--- src/rtl/soundgen_pkg.sv ---
`default_nettype none
// ============================================================================
// Module   : soundgen_pkg
// Purpose  : Constants and FSM encoding shared by the soundgen PWM DAC and
//            the PWM decoder on the loopback receive path.
// Revision : 1.0
// ============================================================================
package soundgen_pkg;

    localparam int unsigned c_N_DEFAULT      = 8;
    localparam int unsigned c_PERIOD_DEFAULT = 1 << c_N_DEFAULT;

    typedef enum logic [1:0] {
        SYNC = 2'd0,
        HIGH = 2'd1,
        LOW  = 2'd2
    } state_e;

endpackage
`default_nettype wire

--- src/rtl/sync2.sv ---
`default_nettype none
// ============================================================================
// Module   : sync2
// Purpose  : Generic two-flop synchroniser for asynchronous inputs.
// Revision : 1.0
// ============================================================================
module sync2 #(
    parameter int unsigned WIDTH = 1
) (
    input  logic             clk,
    input  logic             reset,
    input  logic [WIDTH-1:0] d,
    output logic [WIDTH-1:0] q
);

    logic [WIDTH-1:0] r_s1_q;
    logic [WIDTH-1:0] r_s2_q;

    always_ff @(posedge clk) begin
        if (reset) begin
            r_s1_q <= '0;
            r_s2_q <= '0;
        end else begin
            r_s1_q <= d;
            r_s2_q <= r_s1_q;
        end
    end

    assign q = r_s2_q;

endmodule
`default_nettype wire

--- src/rtl/pwm_decoder.sv ---
`default_nettype none
// ============================================================================
// Module   : pwm_decoder
// Purpose  : Recovers the N-bit on-time code from a soundgen PWM bitstream,
//            flags wrong-length frames and resolves stuck lines by timeout.
// Revision : 1.0
// ============================================================================
module pwm_decoder
    import soundgen_pkg::*;
#(
    parameter int unsigned N = c_N_DEFAULT
) (
    input  logic         clk,
    input  logic         reset,
    input  logic         pwm_in,
    output logic [N-1:0] t_on_out,
    output logic         valid,
    output logic         period_err,
    output logic         stuck
);

    localparam logic [N:0]   c_PERIOD     = {1'b1, {N{1'b0}}};
    localparam logic [N:0]   c_CNT_ONE    = {{N{1'b0}}, 1'b1};
    localparam logic [N+1:0] c_PERIOD_SUM = {2'b01, {N{1'b0}}};

    logic         w_s2;
    logic         r_s3_q;
    logic         w_rise;
    logic         w_fall;
    logic         w_timeout;
    state_e       r_state_q, w_state_d;
    logic [N:0]   r_hi_cnt_q, w_hi_cnt_d;
    logic [N:0]   r_lo_cnt_q, w_lo_cnt_d;
    logic [N:0]   w_hi_inc;
    logic [N:0]   w_lo_inc;
    logic [N+1:0] w_frame_len;
    logic [N-1:0] r_t_on_q, w_t_on_d;
    logic         r_valid_q, w_valid_d;
    logic         r_period_err_q, w_period_err_d;
    logic         r_stuck_q, w_stuck_d;

    sync2 #(
        .WIDTH (1)
    ) u_sync2 (
        .clk   (clk),
        .reset (reset),
        .d     (pwm_in),
        .q     (w_s2)
    );

    assign w_rise      = w_s2 & ~r_s3_q;
    assign w_fall      = ~w_s2 & r_s3_q;
    assign w_hi_inc    = (r_hi_cnt_q == c_PERIOD) ? r_hi_cnt_q : r_hi_cnt_q + c_CNT_ONE;
    assign w_lo_inc    = (r_lo_cnt_q == c_PERIOD) ? r_lo_cnt_q : r_lo_cnt_q + c_CNT_ONE;
    assign w_frame_len = {1'b0, r_hi_cnt_q} + {1'b0, r_lo_cnt_q};
    // Timeout fires on the edge where the counter of the current level would hit PERIOD.
    assign w_timeout   = w_s2 ? (w_hi_inc == c_PERIOD) : (w_lo_inc == c_PERIOD);

    always_comb begin
        w_state_d      = r_state_q;
        w_hi_cnt_d     = r_hi_cnt_q;
        w_lo_cnt_d     = r_lo_cnt_q;
        w_t_on_d       = r_t_on_q;
        w_valid_d      = 1'b0;
        w_period_err_d = 1'b0;
        w_stuck_d      = r_stuck_q;

        if (w_rise) begin
            // Only a frame measured from a previous rise may be published.
            if (r_state_q == LOW) begin
                if (w_frame_len == c_PERIOD_SUM) begin
                    w_t_on_d  = r_hi_cnt_q[N-1:0];
                    w_valid_d = 1'b1;
                end else begin
                    w_period_err_d = 1'b1;
                end
            end
            w_hi_cnt_d = c_CNT_ONE;
            w_lo_cnt_d = '0;
            w_stuck_d  = 1'b0;
            w_state_d  = HIGH;
        end else if (w_fall) begin
            w_lo_cnt_d = c_CNT_ONE;
            if (r_state_q == HIGH) begin
                w_state_d = LOW;
            end
        end else if (w_timeout) begin
            w_t_on_d   = w_s2 ? {N{1'b1}} : {N{1'b0}};
            w_valid_d  = 1'b1;
            w_stuck_d  = 1'b1;
            w_hi_cnt_d = '0;
            w_lo_cnt_d = '0;
            w_state_d  = SYNC;
        end else if (w_s2) begin
            w_hi_cnt_d = w_hi_inc;
        end else begin
            w_lo_cnt_d = w_lo_inc;
        end
    end

    always_ff @(posedge clk) begin
        if (reset) begin
            r_s3_q         <= 1'b0;
            r_state_q      <= SYNC;
            r_hi_cnt_q     <= '0;
            r_lo_cnt_q     <= '0;
            r_t_on_q       <= '0;
            r_valid_q      <= 1'b0;
            r_period_err_q <= 1'b0;
            r_stuck_q      <= 1'b0;
        end else begin
            r_s3_q         <= w_s2;
            r_state_q      <= w_state_d;
            r_hi_cnt_q     <= w_hi_cnt_d;
            r_lo_cnt_q     <= w_lo_cnt_d;
            r_t_on_q       <= w_t_on_d;
            r_valid_q      <= w_valid_d;
            r_period_err_q <= w_period_err_d;
            r_stuck_q      <= w_stuck_d;
        end
    end

    assign t_on_out   = r_t_on_q;
    assign valid      = r_valid_q;
    assign period_err = r_period_err_q;
    assign stuck      = r_stuck_q;

endmodule
`default_nettype wire
--- config.mk ---
export PLATFORM = sky130hd
export DESIGN_NAME = pwm_decoder
export DESIGN_NICKNAME = d
export VERILOG_FILES = /design/src/rtl/soundgen_pkg.sv /design/src/rtl/sync2.sv /design/src/rtl/pwm_decoder.sv
export SDC_FILE = /design/constraint.sdc
export NUM_CORES = 1
export LEC_CHECK = 0
export CAP_MARGIN = 20
export CORE_MARGIN = 2
export CORE_UTILIZATION = 49
export CTS_BUF_LIST = sky130_fd_sc_hd__clkbuf_4
export DETAILED_ROUTE_END_ITERATION = 10
export GPL_TIMING_DRIVEN = 0
export PLACE_DENSITY = 0.64
export SLEW_MARGIN = 20
export SYNTH_ARGS = -nofsm -noshare
export SYNTH_HDL_FRONTEND = slang
export SYNTH_SLANG_ARGS = --single-unit
--- constraint.sdc ---
create_clock -name clk -period 3.7 [get_ports clk]
set_clock_uncertainty 0.1 [all_clocks]
set_input_delay 1.11 -clock clk [delete_from_list [all_inputs] [get_ports clk]]
set_output_delay 1.11 -clock clk [all_outputs]
set_load 0.05 [all_outputs]
==> flow_summary.yaml, run 1 <==
detailed_routing:
  antenna_left: 0
  drtPass1Iterations: 4
  vias: 2158
  wl_per_cell_um: 14.3
  drc: 0
  drt-initial-drc-count: 111
  drt_wl_total_um: 5540
  vias_per_cell: 5.58
layout:
  n_fill_cell: 477
  drive_gt1_share_pct: 8.44
  regArea_um2: 681
  finalNetCount: 340
  antennaDiodeCount: 0
  multiInputGateArea_um2: 1600
  area_delta_synth_final_pct: 11.9
cts:
  cts-htree-levels: 2
  post_cts_buffers: 0
  cts_sinks: 34
  cts_inserted_buffers: 5
  cts_resized: 0
  cts_hold_buf: 0
  path_clk_slew_ns: 0.10
  tritoncts: "yes"
  clock_latency_ns: 0.35
  cts_root_buf: "clkbuf_4"
  cts_max_path_buffers: 2
setup_path:
  r2r_slack_ns: 0.25
  reg2reg_depth: 9
  path_depth: 9
  timing.rr.start: "r_hi_cnt_q[0]"
  path_delay_family: "compound AO/OA/AOI/OAI gates"
  criticalPathCategory: "register to register"
  cpMaxStageDelayCell: "o32ai_4"
  critical_path.max_stage_delay_ns: 0.54
  path_buf_inv: 0
  cp_data_arrival_time_ns: 3.59
  path_max_fanout: 8
  path_cells: "ha_1, fa_1, a21oi_1, o21bai_1, xor2_1, a2111oi_0, nand4b_1, o32ai_4, mux2_2"
  endpoint: "t_on_out[1]"
  crit_path_end_kind: "register"
  crit_required_ns: 3.84
  critPathLaunch: "r_hi_cnt_q[0]"
  reg2reg_to: "t_on_out[1]"
  start_kind: "register"
pwr:
  leakagePower_uw: 0.000987
  total_power_uw: 726
  ir_worst_vdd_uv: 179
  power_density_nw_per_um2: 271
  pwr-share-seq_pct: 52.7
  clkPwrFrac_pct: 37.3
  p_sw_uw: 189
  power_frac_comb_pct: 10.1
  power.internal_uw: 538
  swShare_pct: 26.0
logic_synthesis:
  ys_seq_area_share_pct: 28.4
  ys_seq_elements: 34
  synth_top_cell_area_share_pct: 28.4
  synth_cell_types: 51
  synth_top_area_cell: "dfxtp_1"
  syn_nets: 320
  synthTopCellsByArea: "dfxtp_1, ha_1, nor2_1, xnor2_1, a21oi_1"
  syn_area_um2: 2400
  ys.flop_type: "dfxtp_1"
  async_flop_share_pct: 0
  yosys_warnings: 0
  syn_avg_cell_area_um2: 8.00
  synth_edf_count: 0
  syn_inst: 300
global_route:
  grt_max_degree: 11
  grt-ovfl-total: 0
  grtUsageTotal_pct: 22.0
  antenna_found_initial: 0
  grt_pass1_vias: 1936
  grt_pass1_wl_um: 9290
sta:
  period_needed_ns: 3.45
  setup_violations: 0
  rsz0062_at_grt: "false"
  hold_violations: 0
  final-max-slew-violation-count: 0
  finalCritPeriodShare_pct: 93.2
  worstMarginPinSlew_ns: 0.700
  maxSlewHeadroom_pct: 53.1
  fmax_mhz: 290
  setup-tns-final_ns: 0
flow_run:
  maxCapViolCount: 0
floorplanning:
  rows: 25
  initial_core_util_pct: 50.8
  die_h_um: 74.0
  io_pins: 14
  core-area_um2: 4720
  die_w_um: 74.0
  fp.dieArea_um2: 5470
place:
  port_buffers: 13
  place_congestion: 0.900
  dp_hpwl_um: 4100
status:
  run_status: "finished clean"
worst_hold_path:
  min_path_type: "register to register"
## worst min path at each step
stage	cells past startpoint	start	endpoint	slack, ns
global route	1	u_sync2.r_s1_q	u_sync2.q	0.36
floorplan	1	u_sync2.r_s1_q	u_sync2.q	0.31
global placement	1	u_sync2.r_s1_q	u_sync2.q	0.32
finish	1	u_sync2.r_s1_q	u_sync2.q	0.35
CTS	1	u_sync2.r_s1_q	u_sync2.q	0.36
detailed placement	1	u_sync2.r_s1_q	u_sync2.q	0.33
## synthesized netlist by cell type, drive strengths merged, types with 2 or more instances
master and count:
ha 16, o32ai 2, or4 3, dfxtp 34, xor2 8, nand3 16, o21ai 8, or3 2
nor4b 4, mux2 9, xnor2 15, nor3 5, clkbuf 11, inv 9, o22ai 8, o211ai 3
nand2b 2, nand2 23, nor2 47, nand4 7, o311ai 2, a2111oi 2, nand4b 3, or4bb 2
nor2b 12, and3 3, buf 5, a21oi 22
## through the flow
stage | hold slack (ns) | worst slack, ns | utilization (%) | cell area [um2] | std cells
2_1_floorplan | 0.314 | 0.753 | - | 2400 | 300
3_3_place_gp | 0.316 | 0.285 | 55.3 | 2610 | 380
3_5_place_dp | 0.328 | 0.302 | 55.3 | 2610 | 380
4_1_cts | 0.355 | 0.265 | 56.8 | 2690 | 387
5_1_grt | 0.362 | 0.0318 | 56.8 | 2690 | 387
6_report | 0.347 | 0.250 | 56.8 | 2690 | 387
## cell type report
type                            instances  area share [%]
Tap cell                               67            3.12
Buffer                                 16            3.22
Multi-Input combinational cell        240            59.4
Sequential cell                        34            25.3
Clock inverter                          2            1.26
Timing Repair Buffer                   13            4.85
Inverter                               10            1.40
Clock buffer                            5            1.40
## power groups by stage
stage / Clock, uW / Sequential (uW) / Combinational [uW]
detailed placement: 0 / 391 / 73.0
global route: 296 / 384 / 84.3
CTS: 278 / 383 / 73.7
global placement: 0 / 391 / 71.8
floorplan: 0 / 387 / 55.9
finish: 271 / 383 / 73.2
## state kept, by name, summed over array words and instances, names as in the netlist, 2 cells and up
signal and cells:
r_hi_cnt_q 9, r_lo_cnt_q 9, t_on_out 8, r_state_q 2
## cells in the final DEF (no fill, tap or decap), types with 2 or more instances in the layout
master           count
nor2_1              47
dfxtp_1             34
nand2_1             23
a21oi_1             21
nand3_1             16
ha_1                16
xnor2_1             15
clkdlybuf4s50_1     13
nor2b_1             12
inv_1                9
clkbuf_1             9
mux2_2               9
xor2_1               8
o21ai_0              8
o22ai_1              8
nand4_1              7
nor3_1               5
clkbuf_4             5
and3_1               3
buf_6                3
or4_1                3
o211ai_1             3
nand4b_1             3
clkinv_1             2
nor4b_1              2
o311ai_0             2
clkbuf_2             2
nor4b_2              2
or3_1                2
nand2b_1             2
a2111oi_0            2
or4bb_1              2
## kinds of logic after synthesis
kind of cell	Yosys count	synth area share [%]
AND/OR/NAND/NOR	133	28.2
adder cells (fa/ha/maj)	17	9.18
buffers and inverters	26	5.16
multiplexers	9	4.22
AO/OA/AOI/OAI	58	16.5
XOR/XNOR	23	8.39
flip-flops	34	28.4
## routing by layer
layer  part of all wire (%)  GRT usage, %  routed length, um  vias up
li1                       -             -                  -     1110
met1                     49          30.1               2690      999
met2                     45          35.3               2520       41
met3                    4.3          3.93                239        8
met4                    1.6          7.07                 87        0
met5                      0             0                  0        -
## worst reg2reg max path, cell delays in order (launching register included)
cell and delay (ns):
dfxtp_1 0.42, ha_1 0.29, fa_1 0.41, a21oi_1 0.21, o21bai_1 0.11, xor2_1 0.15, a2111oi_0 0.37, nand4b_1 0.36
o32ai_4 0.54, mux2_2 0.39
Note: power is estimated with default switching activity, not from simulation.
==> inputs of run 2 (changes only) <==
--- a/config.mk
+++ b/config.mk
@@ -10,7 +10,7 @@
 export CORE_UTILIZATION = 49
 export CTS_BUF_LIST = sky130_fd_sc_hd__clkbuf_4
 export DETAILED_ROUTE_END_ITERATION = 10
-export GPL_TIMING_DRIVEN = 0
+export GPL_TIMING_DRIVEN = 1
 export PLACE_DENSITY = 0.64
 export SLEW_MARGIN = 20
 export SYNTH_ARGS = -nofsm -noshare
==> constraint.sdc (replaced) <==
create_clock -name clk -period 3.7 [get_ports clk]
set_clock_uncertainty 0.1 [all_clocks]
set_input_delay 1.11 -clock clk [delete_from_list [all_inputs] [get_ports clk]]
set_output_delay 1.11 -clock clk [all_outputs]
set_load 0.005 [all_outputs]
==> flow_summary.yaml, run 2 (synthesis results as in run 1) <==
status:
  run_status: "finished clean"
floorplanning:
  die_w_um: 74.0
  rows: 25
  initial_core_util_pct: 50.8
  core-area_um2: 4720
  io_pins: 14
  fp.dieArea_um2: 5470
  die_h_um: 74.0
sta:
  maxSlewHeadroom_pct: 51.8
  hold_violations: 0
  finalCritPeriodShare_pct: 89.3
  setup-tns-final_ns: 0
  fmax_mhz: 303
  final-max-slew-violation-count: 0
  worstMarginPinSlew_ns: 0.721
  fin_ws_ns: 0.395
  period_needed_ns: 3.30
  setup_violations: 0
  rsz0062_at_grt: "false"
cts:
  cts_inserted_buffers: 5
  path_clk_slew_ns: 0.12
  cts_max_path_buffers: 2
  post_cts_buffers: 0
  cts-htree-levels: 2
  cts_resized: 0
  tritoncts: "yes"
  cts_hold_buf: 0
  cts_root_buf: "clkbuf_4"
  cts_sinks: 34
  clock_latency_ns: 0.34
pwr:
  ir_worst_vdd_uv: 235
  swShare_pct: 24.4
  leakagePower_uw: 0.00100
  pwr-share-seq_pct: 46.7
  power_density_nw_per_um2: 301
  power_frac_comb_pct: 9.6
  clkPwrFrac_pct: 43.7
  p_sw_uw: 199
  power.internal_uw: 615
layout:
  finalNetCount: 333
  area_delta_synth_final_pct: 12.6
  antennaDiodeCount: 0
  layout_common_cells: "nor2_1, dfxtp_1, nand2_1, a21oi_1"
  drive_gt1_share_pct: 10.2
  layout_commonest_cell: "nor2_1"
  layout.cells.non_filler: 381
global_route:
  grt_pass1_vias: 1974
  grt-ovfl-total: 0
  grtUsageTotal_pct: 22.4
  grt_max_degree: 25
  grt_pass1_wl_um: 9460
  antenna_found_initial: 0
detailed_routing:
  vias_per_cell: 5.64
  drtPass1Iterations: 4
  met3WireLength_um: 227
  antenna_left: 0
  wl_per_cell_um: 14.8
  drc: 0
  drt_wl_total_um: 5650
  met2RoutedLength_um: 2520
  drt-initial-drc-count: 120
  vias: 2148
  top_layer: "met4"
  wl_met1_um: 2770
setup_path:
  path_cells: "ha_1, fa_1, a21oi_1, o211ai_1, o41ai_1, xnor2_1, nand4b_1, o32ai_4, mux2_2"
  reg2reg_depth: 9
  cp_data_arrival_time_ns: 3.45
  path_buf_inv: 0
  path_max_fanout: 8
  path_delay_family: "compound AO/OA/AOI/OAI gates"
  criticalPathCategory: "register to register"
  crit_path_end_kind: "register"
  crit_required_ns: 3.84
  path_depth: 9
  critical_path.max_stage_delay_ns: 0.52
  cpMaxStageDelayCell: "o32ai_4"
  start_kind: "register"
flow_run:
  maxCapViolCount: 0
place:
  dp_hpwl_um: 4120
  place_inst: 373
  port_buffers: 13
  place_congestion: 0.879
  pre_cts_ws_ns: 0.421
worst_hold_path:
  hold_depth: 1
  min_path_type: "register to register"
-- run 2: worst register-to-register path, delay by kind of cell (launching register included) --
kind            cells  cell delay [ns]
flops               1             0.40
xor+xnor            1             0.18
mux                 1             0.39
simple gates        1             0.26
compound gates      4             1.20
fa+ha+maj           2             0.69
-- run 2: path summary, 6_finish.rpt --
check,start,end,slack (ns)
setup / recovery,r_hi_cnt_q[0],t_on_out[3],0.40
setup reg to reg,r_hi_cnt_q[0],t_on_out[3],0.40
hold / removal,u_sync2.r_s1_q,u_sync2.q,0.35
hold reg to reg,u_sync2.r_s1_q,u_sync2.q,0.35
-- run 2: metal layers --
layer / global-route usage [%] / vias up
met5: 0 / -
met1: 30.3 / 994
met3: 4.20 / 15
li1: - / 1096
met4: 8.48 / 0
met2: 35.4 / 43
-- run 2: stage by stage --
step	cell area [um2]	total power (uW)	hold slack, ns	util, %
global route	2700	848	0.364	57.2
floorplan	2400	443	0.314	-
finish	2700	814	0.352	57.2
detailed placement	2590	466	0.328	54.9
global placement	2590	465	0.316	54.9
CTS	2700	820	0.358	57.2
-- run 2: power by group through the flow --
stage	registers [uW]	clock network [uW]	logic, uW
final	380	355	78.5
after global routing	381	377	90.1
after CTS	380	362	78.6
after detailed placement	388	0	77.6
after global placement	387	0	78.0
after floorplan	387	0	55.9
-- run 2: cell type report --
type | count | area [um2]
Clock inverter | 3 | 68.8
Fill cell | 431 | 2020
Inverter | 10 | 37.5
Clock buffer | 5 | 37.5
Tap cell | 67 | 83.8
Multi-Input combinational cell | 240 | 1600
Timing Repair Buffer | 22 | 198
Sequential cell | 34 | 681
==> inputs of run 3 (changes only) <==
--- a/config.mk
+++ b/config.mk
@@ -6,7 +6,7 @@
 export NUM_CORES = 1
 export LEC_CHECK = 0
 export CAP_MARGIN = 20
-export CORE_MARGIN = 2
+export CORE_ASPECT_RATIO = 2
 export CORE_UTILIZATION = 49
 export CTS_BUF_LIST = sky130_fd_sc_hd__clkbuf_4
 export DETAILED_ROUTE_END_ITERATION = 10
==> flow_summary.yaml, run 3 (synthesis results as in run 1) <==
status:
  run_status: "finished clean"
pwr:
  leakagePower_uw: 0.000973
  ir_worst_vdd_uv: 204
  power_density_nw_per_um2: 253
cts:
  cts_hold_buf: 0
  cts_max_path_buffers: 2
  cts_root_buf: "clkbuf_4"
  cts_resized: 0
  path_clk_slew_ns: 0.11
  cts_inserted_buffers: 5
  clock_latency_ns: 0.34
  cts-htree-levels: 2
  post_cts_buffers: 0
  tritoncts: "yes"
  cts_sinks: 34
layout:
  layout_common_cells: "nor2_1, dfxtp_1, nand2_1, a21oi_1"
  finalNetCount: 332
  layout_commonest_cell: "nor2_1"
  area_delta_synth_final_pct: 9.44
  drive_gt1_share_pct: 9.58
  postLayoutCellArea_um2: 2630
  layout.cells.non_filler: 368
  antennaDiodeCount: 0
place:
  placed_cell_area_um2: 2570
  port_buffers: 13
  place_inst: 360
  place_congestion: 0.875
  dp_hpwl_um: 4480
global_route:
  grt_use_met3_pct: 3.47
  grt_pass1_vias: 2067
  grt-ovfl-total: 0
  grt_pass1_wl_um: 9420
  grt_max_degree: 19
  antenna_found_initial: 0
  grt.met2_usage_pct: 46.2
  gr-usage-met1_pct: 23.8
  top_usage_layer: "met2"
  grtUsageTotal_pct: 24.3
sta:
  finalCritPeriodShare_pct: 92.0
  worstMarginPinSlew_ns: 0.725
  maxSlewHeadroom_pct: 51.5
  rsz0062_at_grt: "false"
  final-max-slew-violation-count: 0
  hold_violations: 0
  setup_violations: 0
  setup-tns-final_ns: 0
  period_needed_ns: 3.40
  fmax_mhz: 294
floorplanning:
  rows: 35
  fp.dieArea_um2: 5200
  die_h_um: 101
  core-area_um2: 4640
  io_pins: 14
  initial_core_util_pct: 51.7
  die_w_um: 51.5
setup_path:
  crit_path_end_kind: "register"
  crit_required_ns: 3.83
  path_max_fanout: 8
  cp_data_arrival_time_ns: 3.54
  start_kind: "register"
  criticalPathCategory: "register to register"
detailed_routing:
  wl_per_cell_um: 15.8
  antenna_left: 0
  drc: 0
  vias: 2139
  drtPass1Iterations: 4
  drt-initial-drc-count: 20
  vias_per_cell: 5.81
  drt_wl_total_um: 5830
worst_hold_path:
  min_path_type: "register to register"
flow_run:
  maxCapViolCount: 0
run 3: area by class of cell:
class                   count  area, um2
repair buffers             21        190
well taps                  55       68.8
clock buffers               5       37.5
inverters                  10       37.5
flip-flops and latches     34        681
clock inverters             3       16.3
multi-input cells         240       1600
fillers                   474       2020
run 3: worst max-delay path: stages, from the launching register on:
cell and delay, ns:
dfxtp_1 0.48, ha_1 0.26, fa_1 0.41, a2111oi_0 0.36, nand3_1 0.13, a2111oi_0 0.32
nand4b_1 0.33, o32ai_4 0.53, mux2_2 0.38
run 3: worst paths after layout:
check / from / endpoint / slack, ns / cells past startpoint
worst min-delay path: u_sync2.r_s1_q / u_sync2.q / 0.35 / 1
worst min register to register: u_sync2.r_s1_q / u_sync2.q / 0.35 / 1
worst max register to register: r_hi_cnt_q[0] / t_on_out[5] / 0.30 / 8
worst max-delay path: r_hi_cnt_q[0] / t_on_out[5] / 0.30 / 8
run 3: routing by layer:
layer  up-vias  part of all wire, %
li1       1090                    -
met1       998                   38
met2        37                   56
met3        14                  2.3
met4         0                  3.8
met5         -                    0
run 3: stage by stage:
step,total power [uW],setup WS (ns),hold WS [ns],util [%]
after global routing,697,0.0580,0.365,56.6
after CTS,673,0.264,0.349,56.6
after detailed placement,466,0.291,0.322,55.4
final,665,0.295,0.345,56.6
after global placement,465,0.445,0.320,55.4
after floorplan,443,0.753,0.314,-
run 3: power by group:
part	switching (uW)	leakage, uW	internal (uW)
logic	46.2	0.000669	33.0
registers	7.78	0.000275	371
clock network	136	0.0000286	70.7
total	190	0.000973	475
